`config.mk`:
```
export PLATFORM = sky130hd
export DESIGN_NAME = mux2_rr_arbiter_flat
export DESIGN_NICKNAME = d
export VERILOG_FILES = /design/src/rtl/mux2_rr_arbiter_pkg.sv /design/src/rtl/mux2_rr_arbiter_if.sv /design/src/rtl/mux2_rr_arbiter_mux.sv /design/src/rtl/mux2_rr_arbiter.sv /design/src/flat_wrapper.sv
export SDC_FILE = /design/constraint.sdc
export NUM_CORES = 1
export LEC_CHECK = 0
export CAP_MARGIN = 0
export CORE_MARGIN = 2
export CORE_UTILIZATION = 41
export CTS_CLUSTER_DIAMETER = 200
export DETAILED_ROUTE_END_ITERATION = 7
export PLACE_DENSITY = 0.84
export SYNTH_ARGS = -nofsm -noshare
export SYNTH_HDL_FRONTEND = slang
export SYNTH_HIERARCHICAL = 1
export SYNTH_SLANG_ARGS = --single-unit
```
`constraint.sdc`:
```
create_clock -name clk -period 3.2 [get_ports clk]
set_input_delay 0.64 -clock clk [delete_from_list [all_inputs] [get_ports clk]]
set_output_delay 0.64 -clock clk [all_outputs]
set_load 0.02 [all_outputs]
```
`src/rtl/mux2_rr_arbiter_pkg.sv`:
```
// Shared types for the two-source round-robin mux arbiter.
// State encoding, source ids and grant helper.
package arb_pkg;

    typedef enum logic [1:0] {
        ARB_IDLE,
        ARB_G0,
        ARB_G1
    } arb_state_t;

    localparam logic SRC0 = 1'b0;
    localparam logic SRC1 = 1'b1;

    function automatic logic [1:0] gnt_of(input logic src);
        return src ? 2'b10 : 2'b01;
    endfunction

endpackage

```
`src/rtl/mux2_rr_arbiter_if.sv`:
```
// Handshake bundle between two packet sources, the arbiter and one sink.
// slave = arbiter side, master = sources/sink side.
interface mux2_rr_arbiter_if #(
    parameter int WIDTH = 8
);
    logic             req0;
    logic             valid0;
    logic             last0;
    logic [WIDTH-1:0] data0;
    logic             ready0;
    logic             req1;
    logic             valid1;
    logic             last1;
    logic [WIDTH-1:0] data1;
    logic             ready1;
    logic             out_valid;
    logic             out_last;
    logic [WIDTH-1:0] out_data;
    logic             out_ready;
    logic             sel;
    logic [1:0]       gnt;

    modport slave (
        input  req0, valid0, last0, data0,
        input  req1, valid1, last1, data1,
        input  out_ready,
        output ready0, ready1,
        output out_valid, out_last, out_data,
        output sel, gnt
    );

    modport master (
        output req0, valid0, last0, data0,
        output req1, valid1, last1, data1,
        output out_ready,
        input  ready0, ready1,
        input  out_valid, out_last, out_data,
        input  sel, gnt
    );
endinterface

```
`src/rtl/mux2_rr_arbiter_mux.sv`:
```
// Combinational 2:1 mux of {last,data} with grant-gated valid steering.
// Only the granted source can ever raise valid at the sink.
module arb_data_mux2 #(
    parameter int WIDTH = 8
) (
    input  logic             sel,
    input  logic [1:0]       gnt,
    input  logic             valid0,
    input  logic             valid1,
    input  logic             last0,
    input  logic             last1,
    input  logic [WIDTH-1:0] data0,
    input  logic [WIDTH-1:0] data1,
    output logic             valid,
    output logic             last,
    output logic [WIDTH-1:0] data
);

    assign valid = (gnt[0] & valid0) | (gnt[1] & valid1);
    assign {last, data} = sel ? {last1, data1} : {last0, data0};

endmodule

```
`src/rtl/mux2_rr_arbiter.sv`:
```
// Round-robin arbiter sharing one 2:1 data mux between two packet sources.
// Grants per packet, caps grants at MAX_BEATS beats, hands over without bubbles.
module mux2_rr_arbiter
    import arb_pkg::*;
#(
    parameter int WIDTH     = 8,
    parameter int MAX_BEATS = 16
) (
    input logic                clk,
    input logic                rst,
    mux2_rr_arbiter_if.slave   bus
);

    localparam int CNT_W = $clog2(MAX_BEATS + 1);

    arb_state_t       state;
    logic             prio;
    logic [CNT_W-1:0] beat_cnt;
    logic [1:0]       gnt;
    logic             sel;
    logic [1:0]       req;
    logic             mux_valid;
    logic             xfer;
    logic             cur;
    logic             at_cap;
    logic             release_now;
    logic             nxt_go;
    logic             nxt_src;

    arb_data_mux2 #(.WIDTH(WIDTH)) u_mux (
        .sel    (sel),
        .gnt    (gnt),
        .valid0 (bus.valid0),
        .valid1 (bus.valid1),
        .last0  (bus.last0),
        .last1  (bus.last1),
        .data0  (bus.data0),
        .data1  (bus.data1),
        .valid  (mux_valid),
        .last   (bus.out_last),
        .data   (bus.out_data)
    );

    // Reset also gates the handshake so nothing transfers in the reset cycle.
    assign bus.out_valid = mux_valid & ~rst;
    assign bus.ready0    = gnt[0] & bus.out_ready & ~rst;
    assign bus.ready1    = gnt[1] & bus.out_ready & ~rst;
    assign bus.gnt       = gnt;
    assign bus.sel       = sel;

    assign req         = {bus.req1, bus.req0};
    assign xfer        = bus.out_valid & bus.out_ready;
    assign cur         = (state == ARB_G1);
    assign at_cap      = (beat_cnt == CNT_W'(MAX_BEATS - 1));
    assign release_now = xfer & (bus.out_last | at_cap);

    // Who owns the mux next: from IDLE by priority, on release other-first.
    always_comb begin
        nxt_go  = 1'b0;
        nxt_src = SRC0;
        if (state == ARB_IDLE) begin
            nxt_go  = |req;
            nxt_src = (&req) ? prio : req[1];
        end else if (req[~cur]) begin
            nxt_go  = 1'b1;
            nxt_src = ~cur;
        end else if (req[cur]) begin
            nxt_go  = 1'b1;
            nxt_src = cur;
        end
    end

    always_ff @(posedge clk) begin
        if (rst) begin
            state    <= ARB_IDLE;
            gnt      <= 2'b00;
            sel      <= SRC0;
            prio     <= SRC0;
            beat_cnt <= '0;
        end else begin
            unique case (state)
                ARB_IDLE: begin
                    if (nxt_go) begin
                        state <= nxt_src ? ARB_G1 : ARB_G0;
                        gnt   <= gnt_of(nxt_src);
                        sel   <= nxt_src;
                    end
                end
                ARB_G0, ARB_G1: begin
                    if (release_now) begin
                        beat_cnt <= '0;
                        prio     <= ~cur;
                        if (nxt_go) begin
                            state <= nxt_src ? ARB_G1 : ARB_G0;
                            gnt   <= gnt_of(nxt_src);
                            sel   <= nxt_src;
                        end else begin
                            state <= ARB_IDLE;
                            gnt   <= 2'b00;
                        end
                    end else if (xfer) begin
                        beat_cnt <= beat_cnt + CNT_W'(1);
                    end
                end
                default: begin
                    state <= ARB_IDLE;
                    gnt   <= 2'b00;
                end
            endcase
        end
    end

endmodule
```
`src/flat_wrapper.sv`:
```
// flat-port wrapper written by rule: the top's interface ports become plain ports
module mux2_rr_arbiter_flat import arb_pkg::*;
#(
    parameter int WIDTH     = 8,
    parameter int MAX_BEATS = 16
)
  (clk, rst, bus_req0, bus_valid0, bus_last0, bus_data0, bus_req1, bus_valid1, bus_last1, bus_data1, bus_out_ready, bus_ready0, bus_ready1, bus_out_valid, bus_out_last, bus_out_data, bus_sel, bus_gnt);
  mux2_rr_arbiter_if #(.WIDTH(WIDTH)) bus_i ();
  input logic clk;
  input logic rst;
  input wire logic [$bits(bus_i.req0)-1:0] bus_req0;
  input wire logic [$bits(bus_i.valid0)-1:0] bus_valid0;
  input wire logic [$bits(bus_i.last0)-1:0] bus_last0;
  input wire logic [$bits(bus_i.data0)-1:0] bus_data0;
  input wire logic [$bits(bus_i.req1)-1:0] bus_req1;
  input wire logic [$bits(bus_i.valid1)-1:0] bus_valid1;
  input wire logic [$bits(bus_i.last1)-1:0] bus_last1;
  input wire logic [$bits(bus_i.data1)-1:0] bus_data1;
  input wire logic [$bits(bus_i.out_ready)-1:0] bus_out_ready;
  output wire logic [$bits(bus_i.ready0)-1:0] bus_ready0;
  output wire logic [$bits(bus_i.ready1)-1:0] bus_ready1;
  output wire logic [$bits(bus_i.out_valid)-1:0] bus_out_valid;
  output wire logic [$bits(bus_i.out_last)-1:0] bus_out_last;
  output wire logic [$bits(bus_i.out_data)-1:0] bus_out_data;
  output wire logic [$bits(bus_i.sel)-1:0] bus_sel;
  output wire logic [$bits(bus_i.gnt)-1:0] bus_gnt;
  assign bus_i.req0 = bus_req0;
  assign bus_i.valid0 = bus_valid0;
  assign bus_i.last0 = bus_last0;
  assign bus_i.data0 = bus_data0;
  assign bus_i.req1 = bus_req1;
  assign bus_i.valid1 = bus_valid1;
  assign bus_i.last1 = bus_last1;
  assign bus_i.data1 = bus_data1;
  assign bus_i.out_ready = bus_out_ready;
  assign bus_ready0 = bus_i.ready0;
  assign bus_ready1 = bus_i.ready1;
  assign bus_out_valid = bus_i.out_valid;
  assign bus_out_last = bus_i.out_last;
  assign bus_out_data = bus_i.out_data;
  assign bus_sel = bus_i.sel;
  assign bus_gnt = bus_i.gnt;
  mux2_rr_arbiter #(.WIDTH(WIDTH), .MAX_BEATS(MAX_BEATS)) u_core (.clk(clk), .rst(rst), .bus(bus_i));
endmodule
```
==> results of run 1 <==
[cell type report]
cell class,instances,area (um^2)
fill,149,539
inverter,4,15.0
timing repair buffer,40,398
sequential,9,180
multi-input combinational,67,537
clock buffer,4,26.3
tap,25,31.3
[worst paths after layout]
check,start,end,slack [ns],depth (start not counted)
min reg2reg,u_core/beat_cnt[3],u_core/beat_cnt[3],0.46,2
max reg2reg,u_core/bus.sel,u_core/bus.gnt[0],1.09,5
min,u_core/beat_cnt[3],u_core/beat_cnt[3],0.46,2
max,rst,bus_ready1,0.44,3
[layer usage]
metal / track usage, % / routed length, um
met1: 19.4 / 776
met2: 31.9 / 840
met3: 7.84 / 242
met4: 3.33 / 0
met5: 0 / 0
[sequential cells by signal, summed over array words and instances, names as in the netlist]
signal / flops
u_core/prio: 1
u_core/bus.sel: 1
u_core/bus.gnt: 2
u_core/beat_cnt: 5
[critical path, delay by kind of cell]
kind	cells	cell delay, ns
buf+inv	2	1.21
simple gates	1	0.27
[cell usage in the layout, fill, tap and decap left out, types with 2 or more instances in the layout]
master	instances
clkdlybuf4s50_1	39
nor2_1	9
dfxtp_1	9
mux2_4	9
nand2_1	6
ha_1	6
a21oi_1	5
inv_1	4
o21ai_0	4
clkbuf_4	3
nor3b_1	3
nor2b_1	3
mux2_2	2
nand3_1	2
[cells by family (layout without fill, tap and decap cells)]
logic type	Yosys count	after routing	synth area share [%]
AO/OA/AOI/OAI	15	15	12.2
buffers and inverters	6	48	4.02
adder cells (fa/ha/maj)	6	6	10.0
multiplexers	12	12	22.4
flip-flops	9	9	24.1
AND/OR/NAND/NOR	34	34	27.1
[through the flow]
step / hold WS, ns / power, mW / worst slack, ns / util [%] / cells
after floorplan: 0.436 / 0.398 / 1.20 / - / 82
after global placement: 0.451 / 0.526 / 0.505 / 67.2 / 145
after detailed placement: 0.456 / 0.533 / 0.422 / 67.2 / 145
after CTS: 0.464 / 0.623 / 0.412 / 68.8 / 149
after global routing: 0.489 / 0.657 / 0.337 / 68.8 / 149
final: 0.461 / 0.621 / 0.437 / 68.8 / 149
[where the power goes]
part           internal (mW)  switching [mW]  leakage [nW]
Clock                 0.0481          0.0400        0.0150
Combinational          0.206           0.168         0.392
Sequential             0.126          0.0324        0.0730
Total                  0.380           0.241         0.480
==> summary.txt, run 1 <==
Synthesis
  • EDFF count, synth: 0
  • Cell accounting for the most synthesized area: dfxtp_1
  • Async SR Flop Fraction: 0%
  • Net count after synthesis: 113
  • Synth Instances: 82
  • Main flop type after synthesis: dfxtp_1
  • Sequential share of the synthesized area: 24.1%
  • Synth Cell Area: 747 um^2
  • Top-area cell type share of the netlist area: 24.1%
  • Register bit count reported by yosys: 9
  • Warnings from Yosys: 6
  • Synthesized area per cell: 9.11 um^2
  • Top post-synthesis cells by area: dfxtp_1, mux2_4, ha_1, nor2_1, a21oi_1
  • Synth unique cells: 32
  • Synth top cells by count: dfxtp_1, mux2_4, nor2_1

STA
  • Tcrit/Tclk final: 86.3%
  • Final Max Tran Viols: 0
  • Setup_tns: 0 ns
  • Final Hold Vio Count: 0
  • Setup violators final: 0
  • Crit path time final: 2.76 ns
  • Clock Skews: 0.000932 ns
  • Least-Margin Pin Slew: 0.587 ns
  • Max frequency: 0.362 GHz
  • Slew HR: 60.8%
  • RSZ-0062 raised after global routing: no

Die
  • Num ports: 40
  • Initial core utilization: 43.3%
  • # rows: 15
  • Die Y: 46.7 um
  • Die Area: 2180 um^2
  • Core Footprint: 1730 um^2
  • Die Width: 46.7 um

Cells and area
  • Final nets: 156
  • Design Area, Final: 1190 um^2
  • N_diodes: 0
  • Layout cells sized above 1: 14.5%
  • Area Growth Syn to Fin: 59.0%

Placement
  • Post-DP HPWL: 1490 um
  • Routability cong.: 0.831
  • IO buf count: 39
  • DP Area: 1160 um^2

Critical path
  • Slowest CP cell: clkdlybuf4s50_1
  • Cell repeated most along the worst path: clkdlybuf4s50_1
  • Max FO, Critical Path: 10
  • Critical Path Source Type: input pin
  • Worst Path Required: 2.56 ns
  • Slowest stage delay, CP: 0.64 ns
  • Critical path class: input pin to output port
  • WP data arrival: 2.12 ns
  • Critical path, cell by cell: clkdlybuf4s50_1, nor3b_1, clkdlybuf4s50_1
  • CP endpoint kind: output port

Clock tree
  • CTS tree: yes
  • CTS HTree Levels: 1
  • Insertion delay to the later sink of the worst-skew pair: 0.25 ns
  • Sink Count: 9
  • Clock Pin Slew Worst Setup and Hold Paths: 0.06 ns
  • Root Driver: clkbuf_4
  • Post-CTS resize count: 0
  • Clock buffer depth: 2
  • Post-CTS Setup Bufs: 0
  • Num CTS Buffers: 3
  • Hold buffers post-CTS: 0

Drt
  • Vias/cell: 5.04
  • Drt wl/cell: 12.5 um
  • DRT antenna net count: 0
  • Vias: 751
  • 1st-pass router iterations: 4
  • Drt first-iter violations: 12
  • WL final: 1860 um
  • DRC viols: 0

Global route
  • Number of global-route vias before repair: 677
  • GR Overflow Total: 0
  • Total Routing Usage GR: 17.8%
  • Initial antenna violation count: 0
  • First-pass GRT wire length: 2770 um
  • Pin count of the biggest net entering global routing: 12

Run
  • Max Cap Violations: 0

Pwr
  • Power Density: 523 nW/um^2
  • Lkg Pwr: 0.480 nW
  • Peak VDD IR: 0.375 mV

Hold path
  • Worst Hold Class: register to register

Run status
  • Status: complete, no violations
(Power assumes the default switching activity.)
==> inputs of run 2 (changes only) <==
--- a/config.mk
+++ b/config.mk
@@ -11,6 +11,7 @@
 export CTS_CLUSTER_DIAMETER = 200
 export DETAILED_ROUTE_END_ITERATION = 7
 export PLACE_DENSITY = 0.84
+export SLEW_MARGIN = 20
 export SYNTH_ARGS = -nofsm -noshare
 export SYNTH_HDL_FRONTEND = slang
 export SYNTH_HIERARCHICAL = 1
==> results of run 2 <==
Final layout, timing and power as in run 1 (identical DEF).
==> inputs of run 3 (changes only) <==
--- a/config.mk
+++ b/config.mk
@@ -6,7 +6,6 @@
 export NUM_CORES = 1
 export LEC_CHECK = 0
 export CAP_MARGIN = 0
-export CORE_MARGIN = 2
 export CORE_UTILIZATION = 41
 export CTS_CLUSTER_DIAMETER = 200
 export DETAILED_ROUTE_END_ITERATION = 7
==> summary.txt, run 3 (synthesis gave the netlist of run 1 again) <==
Hold path
  • Worst Hold Class: register to register
  • Hold Path End: u_core/beat_cnt[3]
  • Depth of the worst hold-timing path: 2 (unchanged)
  • Hold Crit Start: u_core/beat_cnt[3]

Drt
  • WL final: 1820 um (-2.2%)
  • DRC viols: 0 (unchanged)
  • Vias: 768 (+2.3%)
  • Vias/cell: 5.15 (+2.3%)
  • Drt wl/cell: 12.2 um (-2.2%)
  • DRT antenna net count: 0 (unchanged)
  • Drt first-iter violations: 14 (+2)
  • 1st-pass router iterations: 4 (unchanged)

STA
  • Setup ws final: 0.471 ns (+0.0343 ns)
  • Tcrit/Tclk final: 85.3% (-1.1 points)
  • Crit path time final: 2.73 ns (-0.0343 ns)
  • Clock Skews: 0.00574 ns (+0.00481 ns)
  • Max frequency: 0.366 GHz (+1.3%)
  • Least-Margin Pin Slew: 0.595 ns (+0.00786 ns)
  • RSZ-0062 raised after global routing: no
  • Slew HR: 60.3% (-0.52 points)
  • Final Hold Vio Count: 0 (unchanged)
  • Final Max Tran Viols: 0 (unchanged)
  • Setup_tns: 0 ns (unchanged)
  • Setup violators final: 0 (unchanged)

Placement
  • Post-DP HPWL: 1480 um (-0.58%)
  • Pre-CTS setup slack: 0.456 ns (+0.0341 ns)
  • IO buf count: 39 (unchanged)
  • Routability cong.: 0.742 (-11%)

Clock tree
  • Num CTS Buffers: 3 (unchanged)
  • Insertion delay to the later sink of the worst-skew pair: 0.26 ns (about the same)
  • Clock Pin Slew Worst Setup and Hold Paths: 0.06 ns (about the same)
  • Clock buffer depth: 2 (unchanged)
  • Sink Count: 9 (unchanged)
  • Hold buffers post-CTS: 0 (unchanged)
  • Post-CTS resize count: 0 (unchanged)
  • CTS HTree Levels: 1 (unchanged)
  • CTS tree: yes
  • Root Driver: clkbuf_4
  • Post-CTS Setup Bufs: 0 (unchanged)

Critical path
  • CP endpoint kind: output port
  • Critical path class: input pin to output port
  • Worst Path Required: 2.56 ns (about the same)
  • Flop-to-flop setup slack: 1.10 ns (about the same)
  • Worst R2R Path Depth: 4 (-1)
  • Max FO, Critical Path: 10 (unchanged)
  • Worst R2R End: u_core/beat_cnt[3]
  • Slowest CP cell: clkdlybuf4s50_1
  • Critical Path Source Type: input pin
  • Slowest stage delay, CP: 0.65 ns (about the same)
  • Critical path, cell by cell: clkdlybuf4s50_1, nor3b_1, clkdlybuf4s50_1
  • Cell repeated most along the worst path: clkdlybuf4s50_1
  • WP data arrival: 2.09 ns (-0.03 ns)
  • Worst R2R Start: u_core/bus.sel

Global route
  • Number of global-route vias before repair: 674 (-0.44%)
  • Pin count of the biggest net entering global routing: 12 (unchanged)
  • Total Routing Usage GR: 18.5% (+0.67 points)
  • GR Overflow Total: 0 (unchanged)
  • Initial antenna violation count: 0 (unchanged)
  • First-pass GRT wire length: 2790 um (+0.76%)

Die
  • # rows: 15 (unchanged)
  • Die Y: 44.7 um (-4.3%)
  • Die Width: 44.7 um (-4.3%)
  • Die Area: 2000 um^2 (-8.4%)
  • Initial core utilization: 43.7% (+0.48 points)
  • Num ports: 40 (unchanged)
  • Core Footprint: 1710 um^2 (-1.1%)

Cells and area
  • Max reg flops: 5 (unchanged)
  • Commonest non-fill, non-tap cell in the layout: clkdlybuf4s50_1
  • Biggest regs: u_core/beat_cnt (5), u_core/bus.gnt (2)
  • Area Growth Syn to Fin: 59.0% (unchanged)
  • Reg with most FFs: u_core/beat_cnt
  • Most frequent cells in the layout: clkdlybuf4s50_1, nor2_1, dfxtp_1, mux2_4
  • Layout cells sized above 1: 14.5% (unchanged)
  • N_diodes: 0 (unchanged)
  • Final nets: 156 (unchanged)

Pwr
  • Peak VDD IR: 0.486 mV (+29%)
  • Power Density: 521 nW/um^2 (-0.40%)
  • Lkg Pwr: 0.480 nW (unchanged)

Run status
  • Status: complete, no violations

Run
  • Max Cap Violations: 0 (unchanged)
[run 3: worst max-delay path by stage]
stage                           from            end  slack [ns]  cells past startpoint
after global placement    bus_valid0  bus_out_valid        0.50                      4
after floorplan                  rst     bus_ready0        1.20                      2
final                            rst     bus_ready0        0.47                      3
after global routing             rst     bus_ready1        0.37                      3
after detailed placement         rst     bus_ready0        0.46                      3
after CTS                        rst     bus_ready0        0.46                      3
[run 3: layer usage]
layer | vias up | part of all wire (%) | global-route usage [%]
li1 | 378 | - | -
met1 | 338 | 40 | 20.7
met2 | 48 | 45 | 32.6
met3 | 4 | 14 | 5.31
met4 | 0 | 1.2 | 7.27
met5 | - | 0 | 0
[run 3: area by class of cell]
class | instances | area (um^2)
Clock buffer | 4 | 26.3
Fill cell | 139 | 520
Inverter | 4 | 15.0
Multi-Input combinational cell | 67 | 537
Sequential cell | 9 | 180
Tap cell | 25 | 31.3
Timing Repair Buffer | 40 | 398
[run 3: worst max-delay path, delay by kind of cell]
kind                   cells  cell delay, ns
and+or+nand+nor            1            0.25
buffers and inverters      2            1.20
[run 3: through the flow]
| stage | hold WS [ns] | total power [mW] | instance area (um^2) | utilization, % | instances |
|---|---|---|---|---|---|
| after floorplan | 0.436 | 0.398 | 747 | - | 82 |
| after global placement | 0.455 | 0.525 | 1160 | 68.0 | 145 |
| after detailed placement | 0.467 | 0.532 | 1160 | 68.0 | 145 |
| after CTS | 0.475 | 0.623 | 1190 | 69.5 | 149 |
| after global routing | 0.498 | 0.658 | 1190 | 69.5 | 149 |
| final | 0.478 | 0.619 | 1190 | 69.5 | 149 |
[run 3: power by group]
group	leakage [nW]	internal (mW)	total (mW)	switching, mW
Clock	0.0150	0.0481	0.0900	0.0418
Sequential	0.0730	0.126	0.158	0.0322
Combinational	0.392	0.206	0.370	0.165
Total	0.480	0.380	0.619	0.239
==> RTL change 1, RTL diff (flow settings as in run 1) <==
`WIDTH` is set to 8 in 4 places; all go to 12.
--- a/src/rtl/mux2_rr_arbiter_if.sv
+++ b/src/rtl/mux2_rr_arbiter_if.sv
@@ -1,7 +1,7 @@
 // Handshake bundle between two packet sources, the arbiter and one sink.
 // slave = arbiter side, master = sources/sink side.
 interface mux2_rr_arbiter_if #(
-    parameter int WIDTH = 8
+    parameter int WIDTH = 12
 );
     logic             req0;
     logic             valid0;
--- a/src/rtl/mux2_rr_arbiter_mux.sv
+++ b/src/rtl/mux2_rr_arbiter_mux.sv
@@ -1,7 +1,7 @@
 // Combinational 2:1 mux of {last,data} with grant-gated valid steering.
 // Only the granted source can ever raise valid at the sink.
 module arb_data_mux2 #(
-    parameter int WIDTH = 8
+    parameter int WIDTH = 12
 ) (
     input  logic             sel,
     input  logic [1:0]       gnt,
--- a/src/rtl/mux2_rr_arbiter.sv
+++ b/src/rtl/mux2_rr_arbiter.sv
@@ -3,7 +3,7 @@
 module mux2_rr_arbiter
     import arb_pkg::*;
 #(
-    parameter int WIDTH     = 8,
+    parameter int WIDTH     = 12,
     parameter int MAX_BEATS = 16
 ) (
     input logic                clk,
--- a/src/flat_wrapper.sv
+++ b/src/flat_wrapper.sv
@@ -1,7 +1,7 @@
 // flat-port wrapper written by rule: the top's interface ports become plain ports
 module mux2_rr_arbiter_flat import arb_pkg::*;
 #(
-    parameter int WIDTH     = 8,
+    parameter int WIDTH     = 12,
     parameter int MAX_BEATS = 16
 )
   (clk, rst, bus_req0, bus_valid0, bus_last0, bus_data0, bus_req1, bus_valid1, bus_last1, bus_data1, bus_out_ready, bus_ready0, bus_ready1, bus_out_valid, bus_out_last, bus_out_data, bus_sel, bus_gnt);
Ports: changed (resized bus_data0, bus_data1 and bus_out_data); port bits go from 40 to 52. No check against the original RTL was run, so the function may have changed too.
==> RTL change 1 against run 1 <==
  * Total power grew 13%
  * Final area grew 15%
  * Routed wire length grew 20%
  * First-iteration DRC count is the same
  * Setup slack gained 68 ps
  * Die area grew 6.0%
  * Area after synthesis grew 6.5%
  * Sequential cell count is the same
  * Clock skew is essentially flat
  * Largest power group unchanged
==> RTL change 1: results (changes against run 1) <==
* Status: finished, final reports clean
* DR vias at 833 (+11%)
* Gr usage total at 21.5% (+3.6 points)
* Gp weighted congestion at 0.808 (-2.8%)
* Net Sw Frac at 39.0% (+0.19 points)
* Clk power at 0.0885 mW (+0.5%)
* Mean number of vias per cell at 5.02 (-0.44%)
* First-pass GRT wire length at 3390 um (+23%)
* Worst Tran Pin Value at 732 ps (+144 ps)
* Sequential-to-total area share from yosys stat at 22.6% (-1.5 points)
* TritonRoute pass-1 iters at 3 (-1)
* Number of port buffers at 51 (+31%)
* Share of layout cells above drive strength 1 at 16.3% (+1.8 points)
* Post-Place Setup Slack at 490 ps (+68.5 ps)
* WL per Instance at 13.4 um (+7.7%)
* Detail Placement HPWL at 1850 um (+24%)
* Final setup margin at 505 ps (+68.1 ps)
* Largest net degree at the start of global routing at 15 (+3)
* Fin nets at 181 (+16%)
* Area after DPL at 0.00134 mm2 (+15%)
* Multiplexer area fraction after synthesis at 27.2% (+4.8 points)
* P_sw at 0.272 mW (+13%)
* Reg2reg setup slack at 950 ps (-140 ps)
* Compound-Gate Fraction of Synth Area at 11.5% (-0.75 points)
* Power Sequential at 0.163 mW (+3%)
* Worst EP arrival at 2050 ps (-70 ps)
* Worst stage delay on the critical path at 620 ps (-20 ps)
* Post-synthesis adder-cell area fraction at 9.43% (-0.62 points)
* Worst vdd ir at 0.524 mV (+40%)
## RTL change 1: cell count changes after synthesis
cell    change
mux2_4      +1
mux2_2      +3
## RTL change 1: cell type report
type,count,area [um2]
multi-input combinational,71,586
fill,136,419
inverter,4,15.0
sequential,9,180
tap,25,31.3
clock buffer,4,26.3
timing repair buffer,53,526
## RTL change 1: metal layers
| layer | global-route usage, % | vias up | part of all wire (%) |
|---|---|---|---|
| met3 | 7.92 | 2 | 16 |
| li1 | - | 425 | - |
| met5 | 0 | - | 0 |
| met4 | 8.65 | 0 | 0.54 |
| met1 | 20.4 | 363 | 37 |
| met2 | 40.8 | 43 | 47 |
## RTL change 1: cells by family (layout without fill, tap and decap cells)
logic type / count (synthesis) / count (layout)
and+or+nand+nor: 34 / 34
muxes: 16 / 16
AOI/OAI and AO/OA: 15 / 15
DFF: 9 / 9
adders and majority gates: 6 / 6
buffers and inverters: 6 / 61
==> RTL change 2, RTL diff (settings of run 1) <==
Made on the original files. Encoding of `arb_state_t`: now one-hot (3 bits for 3 states).
--- a/src/rtl/mux2_rr_arbiter_pkg.sv
+++ b/src/rtl/mux2_rr_arbiter_pkg.sv
@@ -2,10 +2,10 @@
 // State encoding, source ids and grant helper.
 package arb_pkg;
 
-    typedef enum logic [1:0] {
-        ARB_IDLE,
-        ARB_G0,
-        ARB_G1
+    typedef enum logic [2:0] {
+        ARB_IDLE = 3'b001,
+        ARB_G0   = 3'b010,
+        ARB_G1   = 3'b100
     } arb_state_t;
 
     localparam logic SRC0 = 1'b0;
Check against the original RTL: same outputs for any inputs over 10 cycles, from zero or initial values and one cycle with rst high; not proved beyond that.
==> RTL change 2 against run 1 <==
  * Critical path depth unchanged
  * Sequential share of layout area rose by 1.2 points
  * Routed wire length rose by 13%
  * Sequential cell count increased by 1
  * Area after synthesis up 7.4%
  * Final area increased by 3.3%
  * Clock power grew 24%
  * Setup slack got worse by 29 ps
  * Total power fell by 11%
  * Largest cell class unchanged
  * Largest power group unchanged
==> RTL change 2: results (changes against run 1) <==
* Metal1 wirelength at 762 um (-1.8%)
* Reg2reg setup slack at 1030 ps (-60 ps)
* Worst EP arrival at 2150 ps (+30 ps)
* Dpl cells at 153 (+5.5%)
* Sequential-to-total area share from yosys stat at 25.0% (+0.84 points)
* First-pass GRT wire length at 2820 um (+2.0%)
* Reg2reg start: u_core/state[1]
* Largest net degree at the start of global routing at 15 (+3)
* Worst stage delay on the critical path at 670 ps (+30 ps)
* Total wire length at 2090 um (+13%)
* Share of layout cells above drive strength 1 at 12.9% (-1.6 points)
* Vias in the first global route at 705 (+4.1%)
* Gr usage total at 17.8% (about the same)
* Worst Tran Pin Value at 614 ps (+26.4 ps)
* HP Start: u_core/beat_cnt[4]
* Hold EP: u_core/beat_cnt[4]
* Fillers at 144 (-3.4%)
* Top sig layer: met4
* P_leak at 0.463 nW (-3.5%)
* Commonest cells post-synth: dfxtp_1, mux2_4, nor2_1
* Syn Area/Cell at 8.44 um2 (-7.3%)
* Netlist cell types at 38 (+19%)
* P_sw at 0.195 mW (-19%)
* Detail Placement HPWL at 1690 um (+13%)
* Ranking of synthesized cells by area: dfxtp_1, mux2_4, a21oi_1
* Status: finished, final reports clean
* Worst vdd ir at 0.294 mV (-22%)
* Fin nets at 160 (+2.6%)
* Mapped Nets at 122 (+8.0%)
-- RTL change 2: changes by cell type in the layout (fill, tap and decap cells not counted), moves of 2 or more --
| cell | delta |
|---|---|
| o211ai_1 | +2 |
| o21ai_0 | +2 |
| ha_1 | -4 |
| mux2_2 | -2 |
| nor2_1 | -2 |
| nand2_1 | -2 |
| nor3_1 | +4 |
-- RTL change 2: power by group through the flow --
stage | Sequential [mW] | Clock, mW | Combinational (mW)
2_1_floorplan | 0.155 | 0 | 0.192
4_1_cts | 0.179 | 0.114 | 0.263
6_report | 0.180 | 0.109 | 0.263
3_3_place_gp | 0.180 | 0 | 0.258
5_1_grt | 0.185 | 0.117 | 0.282
3_5_place_dp | 0.182 | 0 | 0.262
-- RTL change 2: logic make-up (layout without fill, tap and decap cells) --
logic type      Yosys count  after routing  share of synthesized area [%]
simple gates             38             38                           26.8
compound gates           23             23                           18.9
buf+inv                  11             48                           7.02
mux                      10             10                           18.1
flops                    10             10                           25.0
fa+ha+maj                 2              2                           3.12
xor+xnor                  1              1                           1.09
-- RTL change 2: area by class of cell --
cell class,instances,area [um2],area share [%]
Timing Repair Buffer,40,398,32.4
Inverter,4,15.0,1.22
Multi-Input combinational cell,74,546,44.5
Sequential cell,10,200,16.3
Tap cell,25,31.3,2.55
Clock buffer,4,36.3,2.96
-- RTL change 2: stage by stage --
step           setup slack, ps  area, um2  utilization (%)  hold slack [ps]
6_report                   408       1230             68.8              469
5_1_grt                    291       1230             68.8              486
4_1_cts                    419       1230             68.8              469
3_5_place_dp               438       1190             66.7              452
3_3_place_gp               534       1190             66.7              444
2_1_floorplan             1190        802                -              432
-- RTL change 2: worst max-delay path: cells and delay by family --
family / cells / cell delay [ps]
buffers and inverters: 2 / 1210
and+or+nand+nor: 1 / 300
-- RTL change 2: how the worst max path moves through the flow --
stage / from / to / slack, ps
finish: rst / bus_ready0 / 410
global route: rst / bus_ready0 / 290
CTS: rst / bus_ready0 / 420
detailed placement: rst / bus_ready0 / 440
global placement: rst / bus_ready1 / 530
floorplan: bus_valid0 / u_core/beat_cnt[3] / 1190
-- RTL change 2: per-layer routing --
metal	global-route usage [%]	up-vias
met3	4.44	4
met5	0	-
li1	-	426
met1	16.1	383
met4	8.11	0
met2	35.8	42
